[src/rtl/duty_meter_if.sv]
// Signal bundle for duty_meter: measured waveform and enable in, recovered on/off times out.
// W must match the W of the duty_meter instance it is bound to.
interface duty_meter_if #(
  parameter int unsigned W = 8
) ();
  logic         sig_in;
  logic         en;
  logic [W-1:0] on_time;
  logic [W-1:0] off_time;
  logic         valid;
  logic         sat;
  logic         stuck;

  modport master (
    output sig_in,
    output en,
    input  on_time,
    input  off_time,
    input  valid,
    input  sat,
    input  stuck
  );

  modport slave (
    input  sig_in,
    input  en,
    output on_time,
    output off_time,
    output valid,
    output sat,
    output stuck
  );
endinterface

[src/rtl/duty_meter.sv]
// Recovers the high/low times (in clk cycles) of an asynchronous periodic waveform.
// Optional stuck-level detector compiled in when DUTY_METER_STUCK_EN is defined.
module duty_meter #(
  parameter int unsigned W           = 8,
  parameter int unsigned SYNC_STAGES = 2,
  parameter int unsigned STUCK_LIMIT = 255
) (
  input logic          clk,
  input logic          rst,
  duty_meter_if.slave  bus
);

  if (SYNC_STAGES < 2 || STUCK_LIMIT > (2 ** W) - 1) begin : gen_bad_params
    $error("duty_meter: SYNC_STAGES must be >= 2 and STUCK_LIMIT <= 2**W-1");
  end

  typedef enum logic [1:0] {StIdle, StHigh, StLow} state_e;

  localparam logic [W-1:0] CntMax = {W{1'b1}};
  localparam logic [W-1:0] CntOne = W'(1);

  // Synchroniser and edge detection
  logic [SYNC_STAGES-1:0] sync_q;
  logic                   s;
  logic                   s_prev_q;
  logic                   rise;
  logic                   fall;

  assign s    = sync_q[SYNC_STAGES-1];
  assign rise = s & ~s_prev_q;
  assign fall = ~s & s_prev_q;

  always_ff @(posedge clk) begin
    if (rst) begin
      sync_q   <= '0;
      s_prev_q <= 1'b0;
    end else begin
      sync_q   <= {sync_q[SYNC_STAGES-2:0], bus.sig_in};
      s_prev_q <= s;
    end
  end

  // Measurement FSM and result registers
  state_e         state_q, state_d;
  logic [W-1:0]   hcnt_q, hcnt_d;
  logic [W-1:0]   lcnt_q, lcnt_d;
  logic           sat_flag_q, sat_flag_d;
  logic [W-1:0]   on_q, on_d;
  logic [W-1:0]   off_q, off_d;
  logic           sat_q, sat_d;
  logic           valid_q, valid_d;

  always_ff @(posedge clk) begin
    if (rst) begin
      state_q    <= StIdle;
      hcnt_q     <= '0;
      lcnt_q     <= '0;
      sat_flag_q <= 1'b0;
      on_q       <= '0;
      off_q      <= '0;
      sat_q      <= 1'b0;
      valid_q    <= 1'b0;
    end else begin
      state_q    <= state_d;
      hcnt_q     <= hcnt_d;
      lcnt_q     <= lcnt_d;
      sat_flag_q <= sat_flag_d;
      on_q       <= on_d;
      off_q      <= off_d;
      sat_q      <= sat_d;
      valid_q    <= valid_d;
    end
  end

  always_comb begin
    state_d    = state_q;
    hcnt_d     = hcnt_q;
    lcnt_d     = lcnt_q;
    sat_flag_d = sat_flag_q;
    on_d       = on_q;
    off_d      = off_q;
    sat_d      = sat_q;
    valid_d    = 1'b0;

    if (!bus.en) begin
      // Abort: results hold, the next measurement starts at a fresh rise.
      state_d    = StIdle;
      hcnt_d     = '0;
      lcnt_d     = '0;
      sat_flag_d = 1'b0;
    end else begin
      unique case (state_q)
        StIdle: begin
          if (rise) begin
            state_d    = StHigh;
            hcnt_d     = CntOne;
            lcnt_d     = '0;
            sat_flag_d = 1'b0;
          end
        end
        StHigh: begin
          if (fall) begin
            state_d = StLow;
            lcnt_d  = CntOne;
          end else if (hcnt_q == CntMax) begin
            sat_flag_d = 1'b1;
          end else begin
            hcnt_d = hcnt_q + CntOne;
          end
        end
        StLow: begin
          if (rise) begin
            on_d       = hcnt_q;
            off_d      = lcnt_q;
            sat_d      = sat_flag_q;
            valid_d    = 1'b1;
            state_d    = StHigh;
            hcnt_d     = CntOne;
            lcnt_d     = '0;
            sat_flag_d = 1'b0;
          end else if (lcnt_q == CntMax) begin
            sat_flag_d = 1'b1;
          end else begin
            lcnt_d = lcnt_q + CntOne;
          end
        end
        default: begin
          state_d = StIdle;
        end
      endcase
    end
  end

  assign bus.on_time  = on_q;
  assign bus.off_time = off_q;
  assign bus.valid    = valid_q;
  assign bus.sat      = sat_q;

`ifdef DUTY_METER_STUCK_EN
  localparam logic [W-1:0] StuckLim = W'(STUCK_LIMIT);

  logic stuck_q, stuck_d;

  // Compares the post-edge count so the flag rises on the same edge the limit is reached.
  always_comb begin
    stuck_d = stuck_q;
    if (!bus.en || rise || fall) begin
      stuck_d = 1'b0;
    end else if (state_q == StHigh && hcnt_d >= StuckLim) begin
      stuck_d = 1'b1;
    end else if (state_q == StLow && lcnt_d >= StuckLim) begin
      stuck_d = 1'b1;
    end
  end

  always_ff @(posedge clk) begin
    if (rst) begin
      stuck_q <= 1'b0;
    end else begin
      stuck_q <= stuck_d;
    end
  end

  assign bus.stuck = stuck_q;
`else
  assign bus.stuck = 1'b0;
`endif

endmodule
[src/flat_wrapper.sv]
// flat-port wrapper written by rule: the top's interface ports become plain ports
module duty_meter_flat 
#(
  parameter int unsigned W           = 8,
  parameter int unsigned SYNC_STAGES = 2,
  parameter int unsigned STUCK_LIMIT = 255
)
  (clk, rst, bus_sig_in, bus_en, bus_on_time, bus_off_time, bus_valid, bus_sat, bus_stuck);
  duty_meter_if #(.W(W)) bus_i ();
  input logic clk;
  input logic rst;
  input wire logic [$bits(bus_i.sig_in)-1:0] bus_sig_in;
  input wire logic [$bits(bus_i.en)-1:0] bus_en;
  output wire logic [$bits(bus_i.on_time)-1:0] bus_on_time;
  output wire logic [$bits(bus_i.off_time)-1:0] bus_off_time;
  output wire logic [$bits(bus_i.valid)-1:0] bus_valid;
  output wire logic [$bits(bus_i.sat)-1:0] bus_sat;
  output wire logic [$bits(bus_i.stuck)-1:0] bus_stuck;
  assign bus_i.sig_in = bus_sig_in;
  assign bus_i.en = bus_en;
  assign bus_on_time = bus_i.on_time;
  assign bus_off_time = bus_i.off_time;
  assign bus_valid = bus_i.valid;
  assign bus_sat = bus_i.sat;
  assign bus_stuck = bus_i.stuck;
  duty_meter #(.W(W), .SYNC_STAGES(SYNC_STAGES), .STUCK_LIMIT(STUCK_LIMIT)) u_core (.clk(clk), .rst(rst), .bus(bus_i));
endmodule
[config.mk]
export PLATFORM = sky130hd
export DESIGN_NAME = duty_meter_flat
export DESIGN_NICKNAME = d
export VERILOG_FILES = /design/src/rtl/duty_meter_if.sv /design/src/rtl/duty_meter.sv /design/src/flat_wrapper.sv
export SDC_FILE = /design/constraint.sdc
export NUM_CORES = 1
export LEC_CHECK = 0
export CAP_MARGIN = 5
export CORE_UTILIZATION = 55
export CTS_CLUSTER_SIZE = 24
export DETAILED_ROUTE_END_ITERATION = 10
export GPL_TIMING_DRIVEN = 0
export PLACE_DENSITY = 0.79
export SKIP_LAST_GASP = 1
export SLEW_MARGIN = 0
export SYNTH_ARGS = -nofsm -noshare
export SYNTH_HDL_FRONTEND = slang
export SYNTH_SLANG_ARGS = --single-unit
[constraint.sdc]
create_clock -name clk -period 2.35 [get_ports clk]
set_input_delay 0.3525 -clock clk [delete_from_list [all_inputs] [get_ports clk]]
set_output_delay 0.3525 -clock clk [all_outputs]
set_load 0.01 [all_outputs]
# ---- Word level (Yosys, flattened, before mapping)
# Cells that the tools add are included.
dict set report word_totals {
  regBits 40
  input_bits 4
  out_inout_bits 19
  word_cells 60
}
dict set report classes {
  n_addsub 2
  eq_ne 12
  mux 19
  bitwise_logic 6
  n_reduce_logical 11
}
# op n
set op_table {}
lappend op_table {{$mux W8} 7}
lappend op_table {{$pmux W8 S3} 1}
lappend op_table {{$add A8 B1 Y8 const B} 2}
lappend op_table {{$eq A8 B8 Y1 const B} 2}
lappend op_table {{$pmux W8 S2} 1}
lappend op_table {{$ne A2 B1 Y1 const B} 4}
lappend op_table {{$reduce_and A4 Y1} 2}
lappend op_table {{$mux W1} 6}
lappend op_table {{$reduce_and A5 Y1} 1}
lappend op_table {{$mux W2} 2}
lappend op_table {{$ne A2 B2 Y1 const B} 2}
lappend op_table {{$not A1 Y1} 4}
lappend op_table {{$pmux W2 S2} 1}
lappend op_table {{$reduce_or A2 Y1} 2}
lappend op_table {{$ne A3 B1 Y1 const B} 1}
lappend op_table {{$ne A3 B2 Y1 const B} 1}
lappend op_table {{$pmux W1 S3} 1}
lappend op_table {{$reduce_and A3 Y1} 1}
lappend op_table {{$reduce_bool A3 Y1} 1}
lappend op_table {{$reduce_or A3 Y1} 1}
lappend op_table {{$and A1 B1 Y1} 2}
lappend op_table {{$eq A2 B1 Y1 const B} 1}
lappend op_table {{$eq A2 B2 Y1 const B} 1}
lappend op_table {{$logic_not A2 Y1} 1}
lappend op_table {{2 further kinds} 2}

# ---- Depth between registers and ports, before layout
# Gate-level depths: netlist of the first run.
dict set report depth {
  ltp_word 4
  mapped_depth 8
}

# ---- Least setup slack after synthesis of the first run
# Ideal clock, no wire load.
dict set report synth_path {
  path_kind {flip-flop to flip-flop}
  start {register u_core.state_q[0]}
  end {register u_core.hcnt_q[5]}
  setup_time_ns 0.071
  arrival_time_ns 1.872
  setup_slack_ns 0.407
  stages_incl_launch_ff 8
  period_less_slack_ns 1.943
  cell_sequence {dfxtp_1 inv_1 ha_1 buf_2 nor2_1 nand3_1 or4_1 a21oi_1}
}
dict set report synth_between {
  elab_chain_len 4
  word_cells_on_any_way 10
  classes_between {eq/ne (5); mux (1); reduce/logical (4)}
}
# item line_no
set synth_rtl {}
lappend synth_rtl {{from (decl)} duty_meter.sv:44} ;# state_e state_q, state_d;
lappend synth_rtl {{from (signal assigned)} duty_meter.sv:55} ;# state_q <= StIdle;
lappend synth_rtl {{from (signal assigned)} duty_meter.sv:64} ;# state_q <= state_d;
lappend synth_rtl {{$eq A2 B2 Y1 or $logic_not A2 Y1 (tied branches)} duty_meter.sv:92} ;# unique case (state_q)
lappend synth_rtl {{$reduce_or A2 Y1 (no source line)} --}
lappend synth_rtl {{$ne A2 B1 Y1 (no source line) or $reduce_bool A2 Y1 (tied branches)} --}
lappend synth_rtl {{$reduce_and A4 Y1 (no source line)} --}
lappend synth_rtl {{to (signal assigned)} duty_meter.sv:65} ;# hcnt_q <= hcnt_d;
lappend synth_rtl {{to (decl)} duty_meter.sv:45} ;# logic [W-1:0] hcnt_q, hcnt_d;
# Parallel ways exist; a longest one is shown, timed or not.
# A chain may end at the register's enable or synchronous reset.

# ---- Final worst setup path of the first run
dict set report layout_path {
  start {register u_core.state_q[0]}
  end {register u_core.hcnt_q[7]}
}
# The elaborated chain is that of the path after synthesis.

==> results of run 1 <==
-- cells by family (layout without fill, tap and decap cells) --
family          after synthesis  count (layout)  share of synthesized area [%]
compound gates               62              62                           19.6
other cells                   1               1                          0.197
buf+inv                      17              46                           4.14
fa+ha+maj                     7               7                           4.60
mux                           1               1                          0.591
simple gates                113             113                           28.8
flops                        40              40                           42.0
-- critical path: stages, from the launching register on --
cell and delay, ns:
dfxtp_1 0.48, inv_1 0.11, ha_1 0.20, buf_2 0.16, nor2_2 0.29, nand3_1 0.26, or4_1 0.52, a21oi_1 0.14
-- routing by layer --
layer | wire (µm) | GRT usage, % | vias up
met5 | 0 | 0 | -
met4 | 50 | 9.74 | 0
met3 | 208 | 6.40 | 6
met2 | 1770 | 36.6 | 43
met1 | 1970 | 32.4 | 784
li1 | - | - | 916
-- through the flow --
stage / power (mW) / worst slack, ns / hold slack (ns) / cell area (µm²)
finish: 1.19 / 0.126 / 0.457 / 2250
global route: 1.24 / 0.0148 / 0.471 / 2250
CTS: 1.20 / 0.0110 / 0.458 / 2250
detailed placement: 0.759 / 0.0188 / 0.436 / 2170
global placement: 0.759 / 0.0667 / 0.421 / 2170
floorplan: 0.741 / 0.407 / 0.414 / 1910
-- layout by cell type, fill, tap and decap left out, drive strengths merged, types with 4 or more instances in the layout --
master | synthesis | final
dfxtp | 40 | 40
or4 | 7 | 7
ha | 7 | 7
nand3 | 11 | 11
inv | 5 | 5
clkbuf | 6 | 12
and3 | 4 | 4
o21ai | 14 | 14
nand2 | 47 | 47
clkdlybuf4s50 | 0 | 21
a21oi | 33 | 33
nor3 | 4 | 4
nand4 | 5 | 5
nor2b | 5 | 5
nor2 | 17 | 17
buf | 6 | 6
-- final timing paths --
path,from,end,slack [ns]
worst min register to register,u_core.sync_q[0],u_core.sync_q[1],0.46
worst max-delay path,u_core.state_q[0],u_core.hcnt_q[7],0.13
worst max register to register,u_core.state_q[0],u_core.hcnt_q[7],0.13
worst min-delay path,u_core.sync_q[0],u_core.sync_q[1],0.46
-- sequential cells by signal, indices dropped and copies added, names as in the netlist, 2 cells and up --
signal               cells
u_core.bus.on_time       8
u_core.lcnt_q            8
u_core.hcnt_q            8
u_core.state_q           2
u_core.sync_q            2
u_core.bus.off_time      8
-- synthesized netlist by cell type, drive strengths merged, types with 2 or more instances --
| library cell | instances | area, µm² |
|---|---|---|
| ha | 7 | 87.6 |
| nor2b | 5 | 31.3 |
| o21ai | 14 | 73.8 |
| clkbuf | 6 | 22.5 |
| nor2 | 17 | 63.8 |
| buf | 6 | 37.5 |
| or2 | 3 | 18.8 |
| inv | 5 | 18.8 |
| a211oi | 2 | 27.5 |
| o211ai | 3 | 22.5 |
| nand3 | 11 | 55.1 |
| and2 | 2 | 12.5 |
| or4 | 7 | 52.6 |
| dfxtp | 40 | 801 |
| nor3 | 4 | 25.0 |
| and3 | 4 | 26.3 |
| a21oi | 33 | 165 |
| nand4 | 5 | 31.3 |
| nand2 | 47 | 176 |
| nand2b | 2 | 12.5 |
-- final cells by class --
class / count / area, µm²
clock inverter: 2 / 35.0
timing repair buffer: 21 / 210
inverter: 5 / 18.8
tap: 46 / 57.6
fill: 295 / 1080
sequential: 40 / 801
buffer: 12 / 60.1
clock buffer: 6 / 41.3
multi-input combinational: 184 / 1030
-- power groups by stage --
| stage | registers (mW) | clock network, mW | logic [mW] |
|---|---|---|---|
| after floorplan | 0.698 | 0 | 0.0426 |
| after global routing | 0.684 | 0.485 | 0.0675 |
| final | 0.683 | 0.445 | 0.0608 |
| after global placement | 0.699 | 0 | 0.0602 |
| after CTS | 0.683 | 0.451 | 0.0608 |
| after detailed placement | 0.699 | 0 | 0.0606 |
-- what timing repair did --
action,4_1_cts,5_1_grt
endpoints found under the setup margin,0,5
buffers inserted,0,0
gates resized for setup,0,1
==> impl_metrics.py, run 1 <==
metrics = {
    "clock_network": {
        "clk_pin_slew_worst_paths_ns": 0.12,
        "holdBufCountCts": 0,
        "clk_path_buf_depth": 2,
        "cts_tree": "yes",
        "clk_latency_ns": 0.35,
        "cts-htree-levels": 2,
        "root_buffer": "clkbuf_4",
        "cts_sinks": 40,
        "cts_inserted_buffers": 5,
    },
    "sta": {
        "tightest_slew_ns": 0.531,
        "post-route-min-period_ns": 2.22,
        "fin_crit_sh_pct": 94.6,
        "maxSlewViolCount": 0,
        "hold_viol_final": 0,
        "finalSetupViolCount": 0,
        "relSlewSlack_pct": 64.6,
        "skew_ns": 0.00806,
        "fmax_mhz": 450,
        "tns_ns": 0,
        "grt_setup_unrepaired": "false",
    },
    "placed_design": {
        "hpwlAfterDp_mm": 2.94,
        "io_buffers": 21,
        "gp_congestion": 0.867,
        "dp.cells": 308,
    },
    "logic_synthesis": {
        "ys_seq_area_share_pct": 42.0,
        "synth-edff-count": 0,
        "ys.flop_type": "dfxtp_1",
        "async_reset_ff_share_pct": 0,
        "avgSynthCellArea_um2": 7.91,
        "ys_seq_elements": 40,
        "syn_inst": 241,
        "ys_warn_count": 0,
        "syn_area_um2": 1910,
        "netlist-cell-type-count": 47,
        "synth_nets": 252,
    },
    "die": {
        "pin_count": 23,
        "die_y_um": 60.9,
        "die_w_um": 60.9,
        "row_count": 21,
        "die-area_um2": 3700,
        "core-area_um2": 3340,
        "start_util_pct": 57.1,
    },
    "worst_setup_path": {
        "path_max_fanout": 9,
        "critPathKind": "reg -> reg",
        "endpoint_kind": "flip-flop",
        "arrival_ns": 2.51,
        "critPathLaunchType": "flip-flop",
        "worstPathRequired_ns": 2.64,
        "r2r_cells": 7,
    },
    "final_layout": {
        "layout.cells.non_filler": 316,
        "post-route-util_pct": 67.5,
        "drive_gt1_share_pct": 7.78,
        "antenna_cells": 0,
        "area_growth_syn_to_layout_pct": 18.2,
        "final_nets": 280,
    },
    "power_and_ir_drop": {
        "p_sw_share_pct": 22.1,
        "power.leakage_nw": 0.743,
        "seq_power_share_pct": 57.5,
        "peakVddDrop_mv": 0.446,
        "power_density_nw_per_um2": 528,
        "switchingPower_uw": 263,
        "power.share.clock_pct": 37.4,
        "pwr-share-comb_pct": 5.1,
        "internal_power_uw": 927,
    },
    "routing": {
        "drtIter0Drc": 93,
        "drcViolationCount": 0,
        "wl_per_cell_um": 12.7,
        "ant_nets": 0,
        "drt-total-wl_mm": 4.00,
        "num_vias": 1749,
        "routed_via_density": 5.53,
        "firstDrtPassIters": 4,
    },
    "global_routing": {
        "grt_pass1_wl_mm": 6.56,
        "grt_max_degree": 13,
        "grt_pass1_vias": 1485,
        "grt_use_total_pct": 24.0,
        "antenna_found_initial": 0,
        "grt.overflow.total": 0,
    },
    "worst_hold_path": {
        "holdPathStages": 1,
        "hold_path_class": "reg -> reg",
    },
    "status": {
        "status": "complete, no violations",
    },
    "flow_run": {
        "max_cap_violations": 0,
    },
}
Note: power is estimated with default switching activity, not from simulation.
==> run 2, diff against run 1 <==
--- a/config.mk
+++ b/config.mk
@@ -6,6 +6,7 @@
 export NUM_CORES = 1
 export LEC_CHECK = 0
 export CAP_MARGIN = 5
+export CORE_ASPECT_RATIO = 1.5
 export CORE_UTILIZATION = 55
 export CTS_CLUSTER_SIZE = 24
 export DETAILED_ROUTE_END_ITERATION = 10
==> impl_metrics.py, run 2 (synthesis results as in run 1) <==
metrics = {
    "sta": {
        "fmax_mhz": 469,
        "tightest_slew_ns": 0.547,
        "finalSetupViolCount": 0,
        "hold_ws_ns": 0.455,
        "hold_viol_final": 0,
        "maxSlewViolCount": 0,
        "grt_setup_unrepaired": "false",
        "post-route-min-period_ns": 2.13,
        "skew_ns": 0.00571,
        "relSlewSlack_pct": 63.5,
        "layout_setup_ws_ns": 0.216,
        "fin_crit_sh_pct": 90.8,
        "tns_ns": 0,
    },
    "worst_setup_path": {
        "arrival_ns": 2.37,
        "worstPathRequired_ns": 2.58,
        "endpoint_kind": "flip-flop",
        "path_max_fanout": 9,
        "critPathKind": "reg -> reg",
        "r2r_cells": 8,
        "ff2ff_setup_slack_ns": 0.22,
        "critPathLaunchType": "flip-flop",
        "rr_endpoint": "u_core.hcnt_q[5]",
        "worstSetupStartpoint": "u_core.state_q[1]",
        "reg2reg_from": "u_core.state_q[1]",
    },
    "power_and_ir_drop": {
        "power.leakage_nw": 0.756,
        "p_sw_share_pct": 22.2,
        "peakVddDrop_mv": 0.563,
        "switchingPower_uw": 291,
        "power_density_nw_per_um2": 572,
        "total_power_mw": 1.31,
        "power.share.clock_pct": 43.0,
        "seq_power_share_pct": 52.2,
        "pwr-share-comb_pct": 4.8,
        "internal_power_mw": 1.02,
    },
    "placed_design": {
        "hpwlAfterDp_mm": 3.03,
        "io_buffers": 21,
        "gp_congestion": 0.916,
        "preCtsSetupSlack_ns": 0.0111,
        "post_dp_cell_area_um2": 2170,
        "dp.cells": 302,
    },
    "die": {
        "row_count": 25,
        "core-area_um2": 3220,
        "die-area_um2": 3710,
        "start_util_pct": 59.1,
        "pin_count": 23,
        "die_w_um": 50.1,
        "die_y_um": 74.1,
    },
    "final_layout": {
        "design_area_um2": 2280,
        "multi_input_area_um2": 1030,
        "antenna_cells": 0,
        "drive_gt1_share_pct": 8.15,
        "n_fill_cell": 287,
        "mostFrequentLayoutCell": "nand2_1",
        "post-route-util_pct": 70.9,
        "final_nets": 280,
        "layout.cells.non_filler": 310,
        "most-common-layout-cells": "nand2_1, dfxtp_1, a21oi_1",
        "seqCellArea_um2": 801,
        "area_growth_syn_to_layout_pct": 19.9,
    },
    "clock_network": {
        "clk_path_buf_depth": 2,
        "cts-htree-levels": 2,
        "cts_inserted_buffers": 5,
        "clk_latency_ns": 0.30,
        "cts_sinks": 40,
        "root_buffer": "clkbuf_8",
        "holdBufCountCts": 0,
        "cts_setup_buffers": 0,
        "cts_tree": "yes",
        "clk_pin_slew_worst_paths_ns": 0.08,
    },
    "routing": {
        "drt-total-wl_mm": 4.39,
        "routed_via_density": 5.82,
        "drcViolationCount": 0,
        "firstDrtPassIters": 4,
        "drtIter0Drc": 86,
        "num_vias": 1803,
        "ant_nets": 0,
        "wl_per_cell_um": 14.2,
    },
    "global_routing": {
        "antenna_found_initial": 0,
        "grt_max_degree": 14,
        "grt.overflow.total": 0,
        "grt_use_total_pct": 26.1,
        "grt_pass1_wl_mm": 7.44,
        "grt_pass1_vias": 1662,
    },
    "worst_hold_path": {
        "hold_path_class": "reg -> reg",
        "holdPathStages": 2,
        "hold_end": "u_core.bus.on_time[7]",
        "min-delay-start": "u_core.bus.on_time[7]",
    },
    "flow_run": {
        "max_cap_violations": 0,
    },
    "status": {
        "status": "complete, no violations",
    },
}
[run 2: layout make-up]
cell class / count / share of cell area [%]
clock buffers: 5 / 3.01
clock inverters: 3 / 1.86
flip-flops and latches: 40 / 35.0
plain buffers: 12 / 2.63
inverters: 5 / 0.821
well taps: 40 / 2.19
repair buffers: 21 / 9.20
multi-input cells: 184 / 45.2
[run 2: critical path: stages, from the launching register on]
cell and delay (ns):
dfxtp_1 0.44, inv_1 0.10, ha_1 0.18, buf_2 0.18, inv_1 0.08, o221a_2 0.20
nand3_1 0.20, or4_1 0.53, a21oi_1 0.15
[run 2: power groups by stage]
stage | clock network, mW | logic [mW] | registers [mW]
after floorplan | 0 | 0.0426 | 0.698
after global placement | 0 | 0.0604 | 0.699
after detailed placement | 0 | 0.0609 | 0.699
after CTS | 0.571 | 0.0616 | 0.683
after global routing | 0.590 | 0.0682 | 0.683
final | 0.562 | 0.0626 | 0.683
[run 2: worst max path at each step]
stage                             to  depth (start not counted)
floorplan           u_core.hcnt_q[5]                          7
global placement    u_core.hcnt_q[7]                          7
detailed placement  u_core.hcnt_q[5]                          7
CTS                 u_core.hcnt_q[5]                          7
finish              u_core.hcnt_q[5]                          8
global route        u_core.hcnt_q[7]                          7
[run 2: timing repair]
action,4_1_cts,5_1_grt
setup endpoints to repair,0,5
hold endpoints to repair,0,0
gates resized for setup,0,2
[run 2: per-layer routing]
layer | routed length (µm) | GRT usage [%]
met1 | 1920 | 30.4
met2 | 2210 | 46.2
met3 | 193 | 4.70
met4 | 71 | 11.1
met5 | 0 | 0
